==> config.mk <==
export PLATFORM = sky130hd
export DESIGN_NAME = simple_mem_responder_flat
export DESIGN_NICKNAME = d
export VERILOG_FILES = /design/src/rtl/simple_mem_responder_if.sv /design/src/rtl/simple_mem_responder.sv /design/src/flat_wrapper.sv
export SDC_FILE = /design/constraint.sdc
export NUM_CORES = 2
export LEC_CHECK = 0
export CORE_ASPECT_RATIO = 1.5
export CORE_MARGIN = 3
export CORE_UTILIZATION = 45
export CTS_CLUSTER_SIZE = 25
export DETAILED_ROUTE_END_ITERATION = 10
export GPL_ROUTABILITY_DRIVEN = 0
export SKIP_LAST_GASP = 1
export SYNTH_ARGS = -nofsm -noshare
export SYNTH_HDL_FRONTEND = slang
export SYNTH_SLANG_ARGS = --single-unit
export TNS_END_PERCENT = 1
==> constraint.sdc <==
create_clock -name clk -period 5.45 [get_ports clk]
set_input_delay 0.8175 -clock clk [delete_from_list [all_inputs] [get_ports clk]]
set_output_delay 0.8175 -clock clk [all_outputs]
set_load 0.005 [all_outputs]
==> src/rtl/simple_mem_responder_if.sv <==
// CPU data-memory port bundle shared by the CPU (master) and the memory responder (slave).
// Handshake: the master raises mem_req with mem_we/mem_addr/mem_wdata and holds it until it sees
// mem_ready. The slave pulses mem_ready for exactly one cycle per completed transaction.
// mem_rdata and mem_err are valid only in that cycle. Dropping mem_req before mem_ready aborts.
interface simple_mem_responder_if #(
  parameter int ADDR_W = 8,
  parameter int DATA_W = 8
);
  logic              mem_req;
  logic              mem_we;
  logic [ADDR_W-1:0] mem_addr;
  logic [DATA_W-1:0] mem_wdata;
  logic              mem_ready;
  logic [DATA_W-1:0] mem_rdata;
  logic              mem_err;

  modport master (
    output mem_req, mem_we, mem_addr, mem_wdata,
    input  mem_ready, mem_rdata, mem_err
  );

  modport slave (
    input  mem_req, mem_we, mem_addr, mem_wdata,
    output mem_ready, mem_rdata, mem_err
  );
endinterface

==> src/rtl/simple_mem_responder.sv <==
// Word-array memory behind the CPU mem_req/mem_ready port: configurable wait states,
// out-of-range flagging, registered outputs; FSM state is exported on state_o.
module simple_mem_responder #(
  parameter int          ADDR_W      = 8,
  parameter int          DATA_W      = 8,
  parameter int unsigned DEPTH       = 256,
  parameter int unsigned WAIT_CYCLES = 2
) (
  input  logic                   clk,
  input  logic                   rst,
  simple_mem_responder_if.slave  bus,
  output logic [1:0]             state_o
);

  typedef enum logic [1:0] {
    S_IDLE = 2'd0,
    S_WAIT = 2'd1,
    S_RESP = 2'd2
  } state_t;

  localparam int         IDX_W    = (DEPTH > 1) ? $clog2(DEPTH) : 1;
  localparam logic [3:0] CNT_INIT = (WAIT_CYCLES > 0) ? 4'(WAIT_CYCLES - 1) : 4'd0;

  state_t            state_q, state_d;
  logic [3:0]        cnt_q, cnt_d;
  logic              cap_en;
  logic              we_q;
  logic [ADDR_W-1:0] addr_q;
  logic [DATA_W-1:0] wdata_q;
  logic              ready_q, ready_d;
  logic [DATA_W-1:0] rdata_q, rdata_d;
  logic              err_q, err_d;
  logic              sel_we;
  logic [ADDR_W-1:0] sel_addr;

  logic [DATA_W-1:0] mem_q [2**IDX_W];

  function automatic logic out_of_range(input logic [ADDR_W-1:0] a);
    return 32'(a) >= DEPTH;
  endfunction

  // State register plus the request capture and registered outputs.
  always_ff @(posedge clk) begin
    if (rst) begin
      state_q <= S_IDLE;
      cnt_q   <= 4'd0;
      we_q    <= 1'b0;
      addr_q  <= '0;
      wdata_q <= '0;
      ready_q <= 1'b0;
      rdata_q <= '0;
      err_q   <= 1'b0;
    end else begin
      state_q <= state_d;
      cnt_q   <= cnt_d;
      if (cap_en) begin
        we_q    <= bus.mem_we;
        addr_q  <= bus.mem_addr;
        wdata_q <= bus.mem_wdata;
      end
      ready_q <= ready_d;
      rdata_q <= rdata_d;
      err_q   <= err_d;
    end
  end

  always_comb begin
    state_d = state_q;
    cnt_d   = cnt_q;
    cap_en  = 1'b0;
    unique case (state_q)
      S_IDLE: begin
        if (bus.mem_req) begin
          cap_en = 1'b1;
          if (WAIT_CYCLES == 0) begin
            state_d = S_RESP;
          end else begin
            state_d = S_WAIT;
            cnt_d   = CNT_INIT;
          end
        end
      end
      S_WAIT: begin
        if (!bus.mem_req) begin
          state_d = S_IDLE;
          cnt_d   = 4'd0;
        end else if (cnt_q == 4'd0) begin
          state_d = S_RESP;
        end else begin
          cnt_d = cnt_q - 4'd1;
        end
      end
      S_RESP: begin
        state_d = S_IDLE;
        cnt_d   = 4'd0;
      end
      default: begin
        state_d = S_IDLE;
        cnt_d   = 4'd0;
      end
    endcase
  end

  // With zero wait states RESP is entered straight from IDLE, before the capture lands.
  always_comb begin
    sel_we   = (state_q == S_IDLE) ? bus.mem_we   : we_q;
    sel_addr = (state_q == S_IDLE) ? bus.mem_addr : addr_q;
    ready_d  = 1'b0;
    err_d    = 1'b0;
    rdata_d  = rdata_q;
    if (state_d == S_RESP) begin
      ready_d = 1'b1;
      err_d   = out_of_range(sel_addr);
      if (!sel_we) begin
        rdata_d = out_of_range(sel_addr) ? '0 : mem_q[sel_addr[IDX_W-1:0]];
      end
    end
  end

  // The write commits at the edge that ends RESP, so a reset in RESP discards it.
  always_ff @(posedge clk) begin
    if (!rst && state_q == S_RESP && we_q && !out_of_range(addr_q)) begin
      mem_q[addr_q[IDX_W-1:0]] <= wdata_q;
    end
  end

  assign bus.mem_ready = ready_q;
  assign bus.mem_rdata = rdata_q;
  assign bus.mem_err   = err_q;
  assign state_o       = state_q;

endmodule

==> src/flat_wrapper.sv <==
// flat-port wrapper written by rule: the top's interface ports become plain ports
module simple_mem_responder_flat 
#(
  parameter int          ADDR_W      = 8,
  parameter int          DATA_W      = 8,
  parameter int unsigned DEPTH       = 256,
  parameter int unsigned WAIT_CYCLES = 2
)
  (clk, rst, state_o, bus_mem_req, bus_mem_we, bus_mem_addr, bus_mem_wdata, bus_mem_ready, bus_mem_rdata, bus_mem_err);
  simple_mem_responder_if #(.ADDR_W(ADDR_W), .DATA_W(DATA_W)) bus_i ();
  input  logic clk;
  input  logic rst;
  output logic [1:0] state_o;
  input wire logic [$bits(bus_i.mem_req)-1:0] bus_mem_req;
  input wire logic [$bits(bus_i.mem_we)-1:0] bus_mem_we;
  input wire logic [$bits(bus_i.mem_addr)-1:0] bus_mem_addr;
  input wire logic [$bits(bus_i.mem_wdata)-1:0] bus_mem_wdata;
  output wire logic [$bits(bus_i.mem_ready)-1:0] bus_mem_ready;
  output wire logic [$bits(bus_i.mem_rdata)-1:0] bus_mem_rdata;
  output wire logic [$bits(bus_i.mem_err)-1:0] bus_mem_err;
  assign bus_i.mem_req = bus_mem_req;
  assign bus_i.mem_we = bus_mem_we;
  assign bus_i.mem_addr = bus_mem_addr;
  assign bus_i.mem_wdata = bus_mem_wdata;
  assign bus_mem_ready = bus_i.mem_ready;
  assign bus_mem_rdata = bus_i.mem_rdata;
  assign bus_mem_err = bus_i.mem_err;
  simple_mem_responder #(.ADDR_W(ADDR_W), .DATA_W(DATA_W), .DEPTH(DEPTH), .WAIT_CYCLES(WAIT_CYCLES)) u_core (.clk(clk), .rst(rst), .bus(bus_i), .state_o(state_o));
endmodule
==> summary.txt <==
area grow syn2layout: 11.8%
VDD IR max: 0.319 mV
setup bufs post-CTS: 0
Synth top area share: 75.0%
status: finished clean
worst-path fanout max: 75
Worst Skew: 0.0677 ns
Detail Placement HPWL: 149000 µm
DRT antenna net count: 0
top post-synthesis cells by area: edfxtp_1 75%, nand2_1 6.4%, nand3_1 3.0%
CTS Buf Count: 187
die area: 0.187 mm²
CTS tree: done
EDFF count, synth: 2048
remaining global-route overflow: 0
final net count: 5820
Worst Max-Slew Pin Slew: 1.38 ns
RSZ-0062 raised after global routing: no
DRT iter0 DRCs: 5394
Fill cells: 15100
GRT Util Overall: 25.3%
share of cells above drive strength 1: 9.64%
Arrival @ worst endpoint: 5.99 ns
DIE WIDTH: 354 µm
Placeable Area: 0.181 mm²
setup TNS: 0 ns
crit-path cells: o21ai_0, nand2_4, buf_12, a211oi_1, a31oi_1, o2111ai_1, nand4_1, nor3_1, a311oi_1, buf_4, o31a_1
clock latency on the worst-skew pair: 0.84 ns
clock sinks: 2080
total of warnings raised by yosys: 0
Worst-path clk slew: 0.07 ns
num rows: 191
area leader, netlist: edfxtp_1
Max Cap Viol: 0
Seq/Total Area, Yosys: 75.8%
initial antenna violation count: 8
number of global-route vias before repair: 49500
WL/cell: 28.9 µm
final max-slew violation count: 0
Via density: 6.01
Slowest-stage cell, CP: o21ai_0
CTS hold repair buffers: 0
syn_nets: 5768
Final WS setup: 0.176 ns
Synth Flop Type: edfxtp_1
Final Cycle Share: 96.8%
Place WS: -0.146 ns
Final Setup Violations: 0
DRC: 0
Vias: 50300
Post-Route WL: 241000 µm
crit start category: flip-flop
Tmin final: 5.27 ns
Clock Tree Buf Depth: 4
area of the mapped netlist: 0.0820 mm²
FF+latch area: 0.0622 mm²
CTS H-Tree Depth: 4
Max stage delay on crit path: 0.79 ns
leak pwr: 30.7 nW
required time of the worst setup path: 6.16 ns
DIE HEIGHT: 529 µm
1st-pass router iterations: 6
first-pass GRT wire length: 348000 µm
Starting Density: 45.3%
io pins: 32
Multi-input gate area: 0.0181 mm²
Mapped Cells: 5746
endpoint type of the worst setup path: flip-flop
FF+latch count, synth: 2080
count of unique library cells instantiated by Yosys: 75
final hold viol count: 0
Syn Area/Cell: 14.3 µm²
CP Class: flip-flop to flip-flop
Slew HR: 8.17%
FFs w/ async S/R, synth: 0%
port buffer count: 30
PD cells: 365 mW/mm²
max frequency: 190 MHz
hold crit path type: flip-flop to flip-flop
CTS root buffer: clkbuf_16
largest net degree at the start of global routing: 190
Post-CTS Resized: 0
-- cell usage after synthesis (all sizes together) (7+ instances only) --
| library cell | number |
|---|---|
| o21ai | 51 |
| a211oi | 9 |
| edfxtp | 2048 |
| a31oi | 122 |
| o22ai | 9 |
| nor3 | 24 |
| a32o | 7 |
| o2111ai | 15 |
| mux4 | 67 |
| o211ai | 16 |
| a22oi | 26 |
| and3 | 15 |
| nand2 | 1404 |
| mux2i | 184 |
| a2111oi | 13 |
| nor2 | 356 |
| nand3 | 487 |
| clkbuf | 139 |
| a311oi | 14 |
| nand4 | 124 |
| nor2b | 7 |
| buf | 232 |
| dfxtp | 32 |
| a32oi | 138 |
| a222oi | 8 |
| a221oi | 12 |
| nor4 | 7 |
| a21oi | 104 |
-- kinds of logic (layout without fill, tap and decap cells) --
kind of cell	after synthesis	after routing	synth area share [%]
other	1	8	0.00458
AOI/OAI and AO/OA	580	580	5.04
adders and majority gates	2	2	0.0305
DFF	2080	2080	75.8
buffers and inverters	377	572	2.32
and+or+nand+nor	2453	2453	12.6
muxes	253	253	4.15
-- stage by stage --
step / cells / util [%] / area, µm² / hold WS (ns) / total power (W)
after detailed placement: 8021 / 47.3 / 85600 / 0.490 / 0.0207
after global routing: 8354 / 50.6 / 91600 / 0.523 / 0.0343
after floorplan: 5746 / - / 82000 / 0.458 / 0.0196
after global placement: 8021 / 47.3 / 85600 / 0.480 / 0.0207
final: 8360 / 50.6 / 91600 / 0.500 / 0.0335
after CTS: 8353 / 50.6 / 91600 / 0.499 / 0.0335
-- final timing paths --
| path | start | to | slack, ns | depth (start not counted) |
|---|---|---|---|---|
| worst max-delay path | u_core.state_o[0] | u_core.bus.mem_rdata[3] | 0.18 | 11 |
| worst min-delay path | u_core.cnt_q[3] | u_core.cnt_q[3] | 0.50 | 2 |
| worst max register to register | u_core.state_o[0] | u_core.bus.mem_rdata[3] | 0.18 | 11 |
| worst min register to register | u_core.cnt_q[3] | u_core.cnt_q[3] | 0.50 | 2 |
-- critical path: cells and delay by family (launching register included) --
kind / cells / cell delay (ns)
AO/OA/AOI/OAI: 6 / 2.41
buffers and inverters: 2 / 0.57
flip-flops: 1 / 0.54
AND/OR/NAND/NOR: 3 / 1.58
-- state kept, by name, indices dropped and copies added (netlist names) --
| register | cells |
|---|---|
| u_core.addr_q | 8 |
| u_core.bus.mem_rdata | 8 |
| u_core.bus.mem_ready | 1 |
| u_core.cnt_q | 4 |
| u_core.mem_q | 2048 |
| u_core.state_o | 2 |
| u_core.wdata_q | 8 |
| u_core.we_q | 1 |
-- cell type report --
class,instances,share of cell area [%]
clock inverter,99,1.10
tap,2412,3.29
inverter,6,0.0246
sequential,2080,67.9
antenna,7,0.0191
clock buffer,233,5.39
timing repair buffer,234,2.56
multi-input combinational,3289,19.8
-- cell usage in the layout (no fill, tap or decap), types with 23 or more instances in the layout --
master and count:
a32oi_1 138, clkinv_1 36, nor2_1 349, dfxtp_1 24
a31oi_1 121, o21ai_0 49, edfxtp_1 2048, nand4_1 124
nor3_1 23, buf_12 41, clkinv_2 27, mux4_2 60
clkbuf_16 189, a22oi_1 25, clkdlybuf4s50_1 30, nand3_1 483
clkbuf_1 40, buf_4 163, nand2_1 1396, mux2i_1 181
a21oi_1 103
-- routing by layer --
layer  wire length (µm)  track usage [%]
met3              17600             3.93
met4              13900             12.8
met1              87900             30.8
met5                 99                0
met2             122000             43.8
-- power breakdown --
part           total (W)  switching (W)  internal (W)
clock             0.0131        0.00576       0.00733
sequential        0.0177      0.0000928        0.0176
combinational    0.00267        0.00193      0.000741
total             0.0335        0.00778        0.0257
Note: power is estimated with default switching activity, not from simulation.
